--- config.mk ---
export PLATFORM = sky130hd
export DESIGN_NAME = mem_wb_pipe_reg
export DESIGN_NICKNAME = d
export VERILOG_FILES = /design/src/rtl/mem_wb_pkg.sv /design/src/rtl/mem_wb_slot.sv /design/src/rtl/mem_wb_pipe_reg.sv
export SDC_FILE = /design/constraint.sdc
export NUM_CORES = 1
export LEC_CHECK = 0
export CORE_MARGIN = 2
export CORE_UTILIZATION = 40
export DETAILED_ROUTE_END_ITERATION = 12
export HOLD_SLACK_MARGIN = 0.05
export PLACE_DENSITY = 0.8
export SYNTH_ARGS = -nofsm -noshare
export SYNTH_HDL_FRONTEND = slang
export SYNTH_SLANG_ARGS = --single-unit
--- constraint.sdc ---
create_clock -name clockPulse -period 5 [get_ports clockPulse]
set_input_delay 0.5 -clock clockPulse [delete_from_list [all_inputs] [get_ports clockPulse]]
set_output_delay 0.5 -clock clockPulse [all_outputs]
set_load 0.02 [all_outputs]
--- src/rtl/mem_wb_pkg.sv ---
// Shared types and width defaults for the MEM/WB pipeline register.
package mem_wb_pkg;

  localparam int DATA_W_DEF     = 32;
  localparam int REG_ADDR_W_DEF = 5;
  localparam int MISS_CNT_W     = 8;

  typedef enum logic {
    IDLE      = 1'b0,
    MISS_WAIT = 1'b1
  } missState_t;

  // Record held by one pipeline slot at the default widths; the top declares
  // the same layout at its own parameterised widths.
  typedef struct packed {
    logic                      valid;
    logic                      hit;
    logic [DATA_W_DEF-1:0]     readData;
    logic [DATA_W_DEF-1:0]     aluResult;
    logic [REG_ADDR_W_DEF-1:0] writeReg;
    logic                      regWrite;
    logic                      memToReg;
  } memWbSlot_t;

endpackage

--- src/rtl/mem_wb_slot.sv ---
// One MEM/WB slot register: async reset, flush clears valid/regWrite, stall holds.
module mem_wb_slot
  import mem_wb_pkg::*;
#(
  parameter type slot_t = memWbSlot_t
) (
  input  logic  clockPulse,
  input  logic  reset,
  input  logic  clear,
  input  logic  load,
  input  slot_t d,
  output slot_t q
);

  // NOTE: state is updated with non-blocking assignments so every slot samples
  // its neighbour's pre-edge value and the chain shifts by exactly one place.
  always_ff @(posedge clockPulse or posedge reset) begin
    if (reset) begin
      q <= '0;
    end else if (clear) begin
      q.valid    <= 1'b0;
      q.regWrite <= 1'b0;
    end else if (load) begin
      q <= d;
    end
  end

endmodule

--- src/rtl/mem_wb_pipe_reg.sv ---
// Parametrised MEM/WB pipeline register with stall, flush and load-miss wait FSM.
// Optional miss performance counters are built when MEM_WB_PERF_EN is defined.
module mem_wb_pipe_reg
  import mem_wb_pkg::*;
#(
  parameter int DATA_W       = DATA_W_DEF,
  parameter int REG_ADDR_W   = REG_ADDR_W_DEF,
  parameter int STAGES       = 1,
  parameter int MISS_LATENCY = 4
) (
  input  logic                  clockPulse,
  input  logic                  reset,
  input  logic                  valid_in,
  input  logic                  hit,
  input  logic [DATA_W-1:0]     read_data,
  input  logic [DATA_W-1:0]     alu_result,
  input  logic [REG_ADDR_W-1:0] write_reg,
  input  logic                  reg_write,
  input  logic                  mem_to_reg,
  input  logic                  stall,
  input  logic                  flush,
  output logic                  miss_stall,
  output logic                  valid_out,
  output logic                  hit_out,
  output logic [DATA_W-1:0]     read_data_out,
  output logic [DATA_W-1:0]     alu_result_out,
  output logic [REG_ADDR_W-1:0] write_reg_out,
  output logic                  reg_write_out,
  output logic                  mem_to_reg_out,
  output logic [DATA_W-1:0]     wb_data
`ifdef MEM_WB_PERF_EN
  ,
  output logic [31:0]           miss_count,
  output logic [31:0]           miss_cycles
`endif
);

  typedef struct packed {
    logic                  valid;
    logic                  hit;
    logic [DATA_W-1:0]     readData;
    logic [DATA_W-1:0]     aluResult;
    logic [REG_ADDR_W-1:0] writeReg;
    logic                  regWrite;
    logic                  memToReg;
  } slot_t;

  missState_t            state, stateNext;
  logic [MISS_CNT_W-1:0] missCnt, missCntNext;
  logic                  loadMiss, missReq, captureBubble, fillDone;
  slot_t                 capture;
  slot_t                 slotD [STAGES];
  slot_t                 slotQ [STAGES];

  // Stores never wait on a miss; only a valid load that misses does.
  assign loadMiss = valid_in & mem_to_reg & ~hit;

  always_comb begin
    // NOTE: every output of this block gets a default first, so no path
    // through the case leaves a signal unassigned and no latch is inferred.
    stateNext     = state;
    missCntNext   = missCnt;
    missReq       = 1'b0;
    captureBubble = 1'b0;
    fillDone      = 1'b0;
    case (state)
      IDLE: begin
        if (loadMiss) begin
          missReq       = 1'b1;
          captureBubble = 1'b1;
          stateNext     = MISS_WAIT;
          missCntNext   = MISS_CNT_W'(MISS_LATENCY - 1);
        end
      end
      MISS_WAIT: begin
        if (missCnt == '0) begin
          fillDone  = 1'b1;
          stateNext = IDLE;
        end else begin
          missReq       = 1'b1;
          captureBubble = 1'b1;
          missCntNext   = missCnt - MISS_CNT_W'(1);
        end
      end
      default: stateNext = IDLE;
    endcase
  end

  always_ff @(posedge clockPulse or posedge reset) begin
    if (reset) begin
      state   <= IDLE;
      missCnt <= '0;
    end else if (flush) begin
      state   <= IDLE;
      missCnt <= '0;
    end else if (!stall) begin
      state   <= stateNext;
      missCnt <= missCntNext;
    end
  end

  assign miss_stall = missReq & ~reset;

  // A completed fill is captured as a hit; writes to $zero never reach WB.
  always_comb begin
    capture.valid     = valid_in & ~captureBubble;
    capture.hit       = hit | fillDone;
    capture.readData  = read_data;
    capture.aluResult = alu_result;
    capture.writeReg  = write_reg;
    capture.regWrite  = reg_write & valid_in & (write_reg != '0) & ~captureBubble;
    capture.memToReg  = mem_to_reg;
  end

  assign slotD[0] = capture;
  for (genvar k = 1; k < STAGES; k++) begin : g_chain
    assign slotD[k] = slotQ[k-1];
  end

  for (genvar k = 0; k < STAGES; k++) begin : g_slot
    mem_wb_slot #(.slot_t(slot_t)) u_slot (
      .clockPulse (clockPulse),
      .reset      (reset),
      .clear      (flush),
      .load       (!stall),
      .d          (slotD[k]),
      .q          (slotQ[k])
    );
  end

  assign valid_out      = slotQ[STAGES-1].valid;
  assign hit_out        = slotQ[STAGES-1].hit;
  assign read_data_out  = slotQ[STAGES-1].readData;
  assign alu_result_out = slotQ[STAGES-1].aluResult;
  assign write_reg_out  = slotQ[STAGES-1].writeReg;
  assign reg_write_out  = slotQ[STAGES-1].regWrite;
  assign mem_to_reg_out = slotQ[STAGES-1].memToReg;
  assign wb_data        = mem_to_reg_out ? read_data_out : alu_result_out;

`ifdef MEM_WB_PERF_EN
  // A flushed edge in MISS_WAIT still counts as a cycle spent waiting.
  always_ff @(posedge clockPulse or posedge reset) begin
    if (reset) begin
      miss_count  <= '0;
      miss_cycles <= '0;
    end else begin
      if (!flush && !stall && state == IDLE && loadMiss && miss_count != '1)
        miss_count <= miss_count + 32'd1;
      if (state == MISS_WAIT && (flush || !stall) && miss_cycles != '1)
        miss_cycles <= miss_cycles + 32'd1;
    end
  end
`endif

endmodule

==> results by group, run 1 <==
Critical path
  • R2r setup slk: 2.98 ns
  • CP top delay family: simple AND/OR/NAND/NOR gates
  • WS Path Type: reg -> out
  • Crit end category: output port
  • CP Max Fanout: 7
  • Crit start category: register
  • Slowest cell on crit path: clkdlybuf4s50_1
  • Critical path cell sequence: nor3_1 > and4_1 > nor3_1 > clkdlybuf4s50_1
  • Arrival @ worst endpoint: 2.19 ns
  • Most common cell on crit path: nor3_1
  • CP required: 4.50 ns
  • Crit path largest cell delay: 0.53 ns
  • Crit path buf inv count: 1

Power and ir drop
  • Peak supply drop: 0.183 mV
  • Lkg Pwr: 2.37 nW
  • PwrDens: 363 nW/µm²

Routing
  • Drt pass-1 iters: 4
  • DRT iter0 DRCs: 41
  • Highest Signal Layer: met4
  • WL/cell: 17.4 µm
  • Routed met3 length: 661 µm
  • Antenna Violating Nets Remaining: 0
  • Met2 wire len: 4.94 mm
  • Via count: 2842
  • Post-DR vias/cell: 5.13
  • Met1 WL: 3.95 mm
  • Drc violations: 0
  • Detailed Route WL: 9.67 mm

Floorplan
  • IO Count: 183
  • Initial core utilization: 41.8%
  • Die height: 99.9 µm
  • Area of the die: 9980 µm²
  • Core Area: 8810 µm²
  • Site row count: 34
  • Die Wd: 99.9 µm

Cells and area
  • Most frequent cells in the layout: clkdlybuf4s50_1, mux2_2, dfrtp_1, nor2_1, clkbuf_8
  • Leading cell type in the layout, fill and taps excluded: clkdlybuf4s50_1
  • Layout cells sized above 1: 28.0%
  • Nets: 520
  • FF/Latch Area: 2050 µm²
  • Layout filler cell count: 692
  • Final instance area: 5820 µm²
  • Antenna diodes: 0
  • P&R area growth vs syn: 58.3%
  • Area of the multi-input gates: 1540 µm²

Clocking
  • Hold Buf Count CTS: 0
  • CTS tree: done
  • Sinks on Clock Net: 82
  • CTS root buf: clkbuf_8
  • Post_cts resized: 0
  • Worst-Skew Late Latency: 0.34 ns
  • CTS max path bufs: 2
  • Post-CTS Setup Bufs: 0
  • H-tree Lvls: 3
  • CTS clk-pin slew, worst paths: 0.09 ns
  • CTS buffer count: 9

Placement
  • Port bufs: 182
  • Post-place setup slack: 2.21 ns
  • Post-DP HPWL: 7.19 mm
  • GPL Wtd Cong: 0.817
  • Placed inst area: 5600 µm²

STA
  • Final Slew Violations: 0
  • Final TNS setup: 0 ns
  • Worst-Margin Slew: 0.936 ns
  • Fin. Hold Viols: 0
  • Post-layout min period: 2.69 ns
  • Final Cycle Share: 53.8%
  • Worst Hold Slack: 0.495 ns
  • Final Setup Violations: 0
  • Unrepaired setup endpoints after global routing: no
  • Worst Setup Slack, final: 2.31 ns
  • Slew headroom: 37.5%
  • Highest Clock Rate: 372 MHz
  • Clock skew: 0.0105 ns

Global route
  • Largest net degree at the start of global routing: 54
  • Antenna violations before repair: 0
  • Total global-route track usage: 19.1%
  • Total grt overflow: 0
  • Vias in the first global route: 2929
  • First-pass GRT wire length: 15.0 mm

Yosys
  • Post-synth cell types: 36
  • Synthesized area: 3680 µm²
  • Syn Nets: 336
  • Seq/Total Area, Yosys: 55.8%
  • #FFs+latches synth: 82
  • Synth Warn #: 0
  • Synth Area per Inst: 14.3 µm²
  • Syn Inst Count: 257

Job
  • Max-cap viol count: 0

Hold path
  • Hold crit path type: reg -> reg

Status
  • Outcome: completed
==> cell families after synthesis <==
kind of cell | count (synthesis) | share of synthesized area (%)
xor+xnor | 2 | 0.476
flops | 82 | 55.8
buf+inv | 18 | 2.48
mux | 103 | 31.5
fa+ha+maj | 2 | 0.680
compound gates | 18 | 4.39
simple gates | 32 | 4.66
==> area by class of cell <==
class | count | area share, %
Tap cell | 108 | 2.32
Timing Repair Buffer | 186 | 31.8
Multi-Input combinational cell | 157 | 26.5
Clock buffer | 12 | 2.49
Inverter | 5 | 0.344
Sequential cell | 82 | 35.3
Clock inverter | 4 | 1.29
==> worst paths after layout <==
| check | from | to | cells past startpoint |
|---|---|---|---|
| max in group asynchronous | reset | g_slot[0].u_slot.q[31] | 3 |
| worst min-delay path | g_slot[0].u_slot.q[72] | g_slot[0].u_slot.q[72] | 2 |
| min in group asynchronous | reset | g_slot[0].u_slot.q[8] | 2 |
| worst max register to register | missCnt[0] | missCnt[5] | 6 |
| worst max-delay path | missCnt[5] | miss_stall | 4 |
| worst min register to register | g_slot[0].u_slot.q[72] | g_slot[0].u_slot.q[72] | 2 |
==> per-stage QoR <==
step | std cells | utilization [%] | total power [W]
after global placement | 538 | 63.6 | 0.00159
after global routing | 554 | 66.1 | 0.00221
after floorplan | 257 | - | 0.00121
after detailed placement | 538 | 63.6 | 0.00161
after CTS | 554 | 66.1 | 0.00214
final | 554 | 66.1 | 0.00211
==> power breakdown <==
part	leakage (nW)	switching (W)	total, W	internal (W)
combinational	1.29	0.000348	0.000770	0.000423
sequential	0.984	0.0000669	0.000817	0.000750
clock	0.103	0.000230	0.000526	0.000296
total	2.37	0.000644	0.00211	0.00147
==> sequential cells by signal (all words and copies together) (netlist names) <==
name             cells
g_slot.u_slot.q     73
missCnt              8
state                1
==> cell usage after synthesis <==
library cell / number / area, µm²
mux2_2: 102 / 1150
dfrtp_1: 82 / 2050
nor2_1: 11 / 41.3
buf_2: 7 / 35.0
inv_1: 5 / 18.8
nand2_1: 5 / 18.8
clkbuf_1: 4 / 15.0
nor3_1: 4 / 20.0
a22o_1: 3 / 26.3
a211oi_1: 2 / 15.0
a21oi_1: 2 / 10.0
and4_1: 2 / 17.5
buf_6: 2 / 22.5
ha_1: 2 / 25.0
nand3b_1: 2 / 15.0
o21ai_0: 2 / 10.0
a211o_1: 1 / 8.76
a221o_1: 1 / 10.0
a221oi_2: 1 / 15.0
a2bb2oi_1: 1 / 8.76
a311oi_4: 1 / 26.3
and2_1: 1 / 6.26
and3_1: 1 / 6.26
mux2i_1: 1 / 10.0
nor2b_1: 1 / 6.26
nor3_2: 1 / 10.0
nor4_1: 1 / 6.26
nor4bb_1: 1 / 10.0
o211ai_1: 1 / 7.51
o21ai_1: 1 / 5.00
o2bb2ai_1: 1 / 8.76
o311a_1: 1 / 10.0
or2_1: 1 / 6.26
or4_1: 1 / 7.51
xnor2_1: 1 / 8.76
xor2_1: 1 / 8.76
==> routing by layer <==
layer | vias up | global-route usage, %
met5 | - | 0
li1 | 1299 | -
met2 | 120 | 33.5
met3 | 8 | 5.50
met4 | 0 | 5.90
met1 | 1415 | 22.9
==> worst register-to-register path, stage by stage, from the launching register on <==
cell and delay [ns]:
dfrtp_1 0.42, inv_1 0.08, ha_1 0.26, nor4bb_1 0.18, a221oi_2 0.45, nor2_1 0.18, a221o_1 0.33
No activity file was read; power rests on OpenSTA's default activity.
==> inputs of run 2 (changes only) <==
--- a/config.mk
+++ b/config.mk
@@ -6,10 +6,10 @@
 export NUM_CORES = 1
 export LEC_CHECK = 0
 export CORE_MARGIN = 2
-export CORE_UTILIZATION = 40
+export CORE_UTILIZATION = 36
 export DETAILED_ROUTE_END_ITERATION = 12
 export HOLD_SLACK_MARGIN = 0.05
-export PLACE_DENSITY = 0.8
+export PLACE_DENSITY = 0.76
 export SYNTH_ARGS = -nofsm -noshare
 export SYNTH_HDL_FRONTEND = slang
 export SYNTH_SLANG_ARGS = --single-unit
==> constraint.sdc (replaced) <==
create_clock -name clockPulse -period 2.2 [get_ports clockPulse]
set_input_delay 0.22 -clock clockPulse [delete_from_list [all_inputs] [get_ports clockPulse]]
set_output_delay 0.22 -clock clockPulse [all_outputs]
set_load 0.02 [all_outputs]
==> run 2 against run 1 <==
  * Cell area grew 1.3%
  * Global-route usage shrank 2.1 points
  * Final cell count grew 5.4%
  * Setup slack lost 2.2 ns
  * Register-to-register slack lost 2.7 ns
  * Routed wire length shrank 3.4%
  * Die area grew 11%
  * First-iteration DRC count grew 98%
  * Clock skew shrank 0.0035 ns
  * Via count grew 0.21%
  * Critical path type unchanged
==> results by group, run 2 (synthesis gave the netlist of run 1 again) <==
Clocking
  • Hold Buf Count CTS: 0
  • CTS clk-pin slew, worst paths: 0.08 ns
  • CTS max path bufs: 2
  • Sinks on Clock Net: 82
  • CTS root buf: clkbuf_8
  • Worst-Skew Late Latency: 0.35 ns
  • H-tree Lvls: 3
  • CTS buffer count: 9
  • CTS tree: done

Critical path
  • Arrival @ worst endpoint: 1.87 ns
  • WS Path Type: reg -> out
  • Crit end category: output port
  • CP required: 1.98 ns
  • Crit start category: register
  • CP Max Fanout: 16

Routing
  • DRT iter0 DRCs: 81
  • Detailed Route WL: 9.34 mm
  • Via count: 2848
  • Drc violations: 0
  • Post-DR vias/cell: 4.88
  • Drt pass-1 iters: 4
  • WL/cell: 16.0 µm
  • Antenna Violating Nets Remaining: 0

Floorplan
  • Die height: 105 µm
  • Area of the die: 11000 µm²
  • Core Area: 9860 µm²
  • IO Count: 183
  • Site row count: 36
  • Initial core utilization: 37.3%
  • Die Wd: 105 µm

Global route
  • Total grt overflow: 0
  • Total global-route track usage: 17.0%
  • Largest net degree at the start of global routing: 73
  • Antenna violations before repair: 0
  • Vias in the first global route: 2854
  • First-pass GRT wire length: 14.8 mm

Cells and area
  • Most frequent cells in the layout: clkdlybuf4s50_1, mux2_2, dfrtp_1, nor2_1, clkbuf_8
  • Leading cell type in the layout, fill and taps excluded: clkdlybuf4s50_1
  • P&R area growth vs syn: 60.4%
  • Antenna diodes: 0
  • Top reg by flops: g_slot.u_slot.q
  • Post-Route Utilization: 59.8%
  • FF/Latch Area: 2050 µm²
  • Max reg flops: 73
  • Layout cells sized above 1: 29.0%
  • Biggest regs: g_slot.u_slot.q: 73 flops, missCnt: 8 flops, state: 1 flops
  • Layout filler cell count: 783
  • Nets: 526
  • Area of the multi-input gates: 1540 µm²

STA
  • Fin. Hold Viols: 0
  • Post-layout min period: 2.09 ns
  • Highest Clock Rate: 479 MHz
  • Worst-Margin Slew: 0.479 ns
  • Final Setup Violations: 0
  • Final Cycle Share: 94.9%
  • Final TNS setup: 0 ns
  • Final Slew Violations: 0
  • Unrepaired setup endpoints after global routing: no
  • Slew headroom: 68.1%
  • Clock skew: 0.00699 ns

Power and ir drop
  • PwrDens: 791 nW/µm²
  • Lkg Pwr: 2.41 nW
  • Final Power: 0.00467 W
  • Peak supply drop: 0.385 mV

Placement
  • Port bufs: 182
  • Post-DP HPWL: 6.94 mm
  • GPL Wtd Cong: 0.798

Job
  • Max-cap viol count: 0

Status
  • Outcome: completed

Hold path
  • Hold crit path type: in -> async
run 2: cell types whose count changed in the layout (fill, tap and decap cells not counted):
cell	before	now
clkinvlp_4	2	1
buf_4	4	7
clkdlybuf4s50_1	182	181
clkinv_2	1	2
clkbuf_2	0	1
bufinv_16	2	1
buf_12	0	3
run 2: where the power goes:
part           switching (W)  internal [W]  leakage (nW)
clock network       0.000513      0.000547        0.0962
logic               0.000781      0.000975          1.32
registers           0.000143       0.00171         0.984
total                0.00144       0.00323          2.41
run 2: cell type report:
class	instances	area share (%)
clock buffer	12	2.46
clock inverter	3	0.679
inverter	5	0.382
multi-input combinational	157	26.1
sequential	82	34.8
tap	133	2.82
timing repair buffer	192	32.7
run 2: per-stage QoR:
step	instances	worst slack (ns)	cell area, µm²	hold WS, ns
6_report	584	0.113	5900	0.214
2_1_floorplan	257	0.428	3680	0.370
3_5_place_dp	569	0.167	5720	0.492
3_3_place_gp	569	0.215	5720	0.471
5_1_grt	584	0.0246	5900	0.235
4_1_cts	584	0.0528	5900	0.199
run 2: per-layer routing:
metal / GRT usage [%] / wire length, µm / part of all wire (%) / vias to the layer above
met2: 29.0 / 4740 / 51 / 108
met5: 0 / 0 / 0 / -
met3: 3.24 / 493 / 5.3 / 11
met1: 21.6 / 3970 / 43 / 1414
met4: 6.00 / 132 / 1.4 / 0
li1: - / - / - / 1315
run 2: critical path, cell delays in order, from the launching register on:
cell	delay, ns
dfrtp_1	0.35
buf_4	0.26
mux2_2	0.36
clkdlybuf4s50_1	0.55
run 2: final timing paths:
| check | to | depth (start not counted) | slack, ns | startpoint |
|---|---|---|---|---|
| min | g_slot[0].u_slot.q[2] | 2 | 0.21 | reset |
| max reg2reg | missCnt[2] | 7 | 0.32 | missCnt[0] |
| max in group asynchronous | g_slot[0].u_slot.q[22] | 3 | 1.33 | reset |
| min in group clockPulse | g_slot[0].u_slot.q[1] | 3 | 0.48 | reg_write |
| min reg2reg | g_slot[0].u_slot.q[1] | 2 | 0.50 | g_slot[0].u_slot.q[1] |
| max | wb_data[15] | 3 | 0.11 | g_slot[0].u_slot.q[0] |
run 2: repair_timing:
action / 4_1_cts / 5_1_grt
setup buffers: 0 / 0
resized for setup: 1 / 3
endpoints found under the setup margin: 1 / 1
==> inputs of run 3 (changes only) <==
--- a/config.mk
+++ b/config.mk
@@ -5,11 +5,11 @@
 export SDC_FILE = /design/constraint.sdc
 export NUM_CORES = 1
 export LEC_CHECK = 0
-export CORE_MARGIN = 2
-export CORE_UTILIZATION = 36
+export CORE_MARGIN = 1
+export CORE_UTILIZATION = 35
 export DETAILED_ROUTE_END_ITERATION = 12
 export HOLD_SLACK_MARGIN = 0.05
-export PLACE_DENSITY = 0.76
+export PLACE_DENSITY = 0.74
 export SYNTH_ARGS = -nofsm -noshare
 export SYNTH_HDL_FRONTEND = slang
 export SYNTH_SLANG_ARGS = --single-unit
==> run 3 against run 2 <==
  * Core utilization is 2.1 points lower
  * Flip-flop and latch count stayed put
  * Die area is 1.1% lower
  * Cell area is 0.57% higher
==> results by group, run 3 (synthesis gave the netlist of run 1 again) <==
Status
  • Outcome: completed

STA
  • Post-layout min period: 2.10 ns
  • Final Slew Violations: 0
  • Slew headroom: 69.2%
  • Final Cycle Share: 95.4%
  • Final Setup Violations: 0
  • Worst-Margin Slew: 0.462 ns
  • Final TNS setup: 0 ns
  • Highest Clock Rate: 476 MHz
  • Worst Setup Slack, final: 0.100 ns
  • Fin. Hold Viols: 0
  • Unrepaired setup endpoints after global routing: no
  • Clock skew: 0.0182 ns

Clocking
  • CTS max path bufs: 2
  • H-tree Lvls: 3
  • Hold Buf Count CTS: 0
  • CTS clk-pin slew, worst paths: 0.09 ns
  • CTS buffer count: 9
  • Worst-Skew Late Latency: 0.34 ns
  • Sinks on Clock Net: 82
  • CTS tree: done
  • CTS root buf: clkbuf_8

Floorplan
  • Core Area: 10300 µm²
  • Site row count: 37
  • Die Wd: 105 µm
  • Die height: 105 µm
  • Initial core utilization: 35.8%
  • IO Count: 183
  • Area of the die: 10900 µm²

Global route
  • Total global-route track usage: 17.2%
  • First-pass GRT wire length: 15.1 mm
  • Total grt overflow: 0
  • Vias in the first global route: 2908
  • Antenna violations before repair: 0
  • Largest net degree at the start of global routing: 65

Cells and area
  • P&R area growth vs syn: 61.3%
  • Antenna diodes: 0
  • Non-Filler Instances: 588
  • Layout filler cell count: 879
  • Area of the multi-input gates: 1540 µm²
  • Max reg flops: 73
  • Leading cell type in the layout, fill and taps excluded: clkdlybuf4s50_1
  • Biggest regs: g_slot.u_slot.q: 73 flops, missCnt: 8 flops, state: 1 flops
  • Most frequent cells in the layout: clkdlybuf4s50_1, mux2_2, dfrtp_1, clkbuf_8, nor2_1
  • Top reg by flops: g_slot.u_slot.q
  • Nets: 526
  • FF/Latch Area: 2050 µm²
  • Layout cells sized above 1: 29.4%

Power and ir drop
  • Peak supply drop: 0.300 mV
  • PwrDens: 803 nW/µm²
  • Lkg Pwr: 2.42 nW

Hold path
  • Hold crit path type: in -> async

Routing
  • Post-DR vias/cell: 4.79
  • Drt pass-1 iters: 4
  • WL/cell: 15.5 µm
  • Drc violations: 0
  • Detailed Route WL: 9.14 mm
  • DRT iter0 DRCs: 79
  • Via count: 2818
  • Antenna Violating Nets Remaining: 0

Critical path
  • Arrival @ worst endpoint: 1.88 ns
  • R2r setup slk: 0.36 ns
  • CP Max Fanout: 28
  • CP required: 1.98 ns
  • WS Path Type: reg -> out
  • Crit end category: output port
  • Crit start category: register

Placement
  • Post-place setup slack: 0.199 ns
  • Port bufs: 182
  • Placed Cells: 572
  • Post-DP HPWL: 6.74 mm
  • GPL Wtd Cong: 0.817

Job
  • Max-cap viol count: 0
run 3: cell types whose count changed in the layout (fill, tap and decap cells not counted), sizes merged:
cell and change:
clkbuf -2, dlygate4sd2 +1, inv +1, clkinvlp +1
run 3: layout make-up:
| cell class | count | area share [%] |
|---|---|---|
| Timing Repair Buffer | 192 | 32.6 |
| Sequential cell | 82 | 34.6 |
| Clock buffer | 11 | 2.55 |
| Clock inverter | 5 | 1.01 |
| Multi-Input combinational cell | 157 | 26.0 |
| Tap cell | 136 | 2.87 |
| Inverter | 5 | 0.380 |
run 3: metal layers:
layer / wire, µm / track usage [%] / vias up
li1: - / - / 1307
met1: 3920 / 21.3 / 1393
met2: 4620 / 30.0 / 108
met3: 474 / 3.26 / 10
met4: 127 / 5.61 / 0
met5: 0 / 0 / -
run 3: final timing paths:
check,from,endpoint,cells after the start
max,g_slot[0].u_slot.q[0],wb_data[12],3
min,reset,g_slot[0].u_slot.q[71],2
max reg2reg,missCnt[0],missCnt[7],6
min reg2reg,g_slot[0].u_slot.q[1],g_slot[0].u_slot.q[1],2
max in group asynchronous,reset,missCnt[3],3
min in group clockPulse,alu_result[30],g_slot[0].u_slot.q[37],2
run 3: timing repair:
| item | CTS | global route |
|---|---|---|
| endpoints found under the setup margin | 1 | 0 |
| setup buffers | 0 | 0 |
| resized for setup | 1 | 0 |
run 3: metrics by stage:
| stage | total power (W) | utilization, % | hold WS (ns) | cell area [µm²] |
|---|---|---|---|---|
| CTS | 0.00483 | 57.7 | 0.253 | 5930 |
| finish | 0.00476 | 57.7 | 0.250 | 5930 |
| global placement | 0.00363 | 55.7 | 0.475 | 5720 |
| detailed placement | 0.00366 | 55.7 | 0.496 | 5720 |
| floorplan | 0.00274 | - | 0.370 | 3680 |
| global route | 0.00499 | 57.7 | 0.288 | 5930 |
run 3: power breakdown:
group / switching [W] / internal, W
Combinational: 0.000775 / 0.000980
Sequential: 0.000150 / 0.00171
Clock: 0.000558 / 0.000592
Total: 0.00148 / 0.00328
run 3: worst max-delay path: stages (launching register included):
cell and delay, ns:
dfrtp_1 0.40, buf_12 0.20, mux2_2 0.36, clkdlybuf4s50_1 0.55
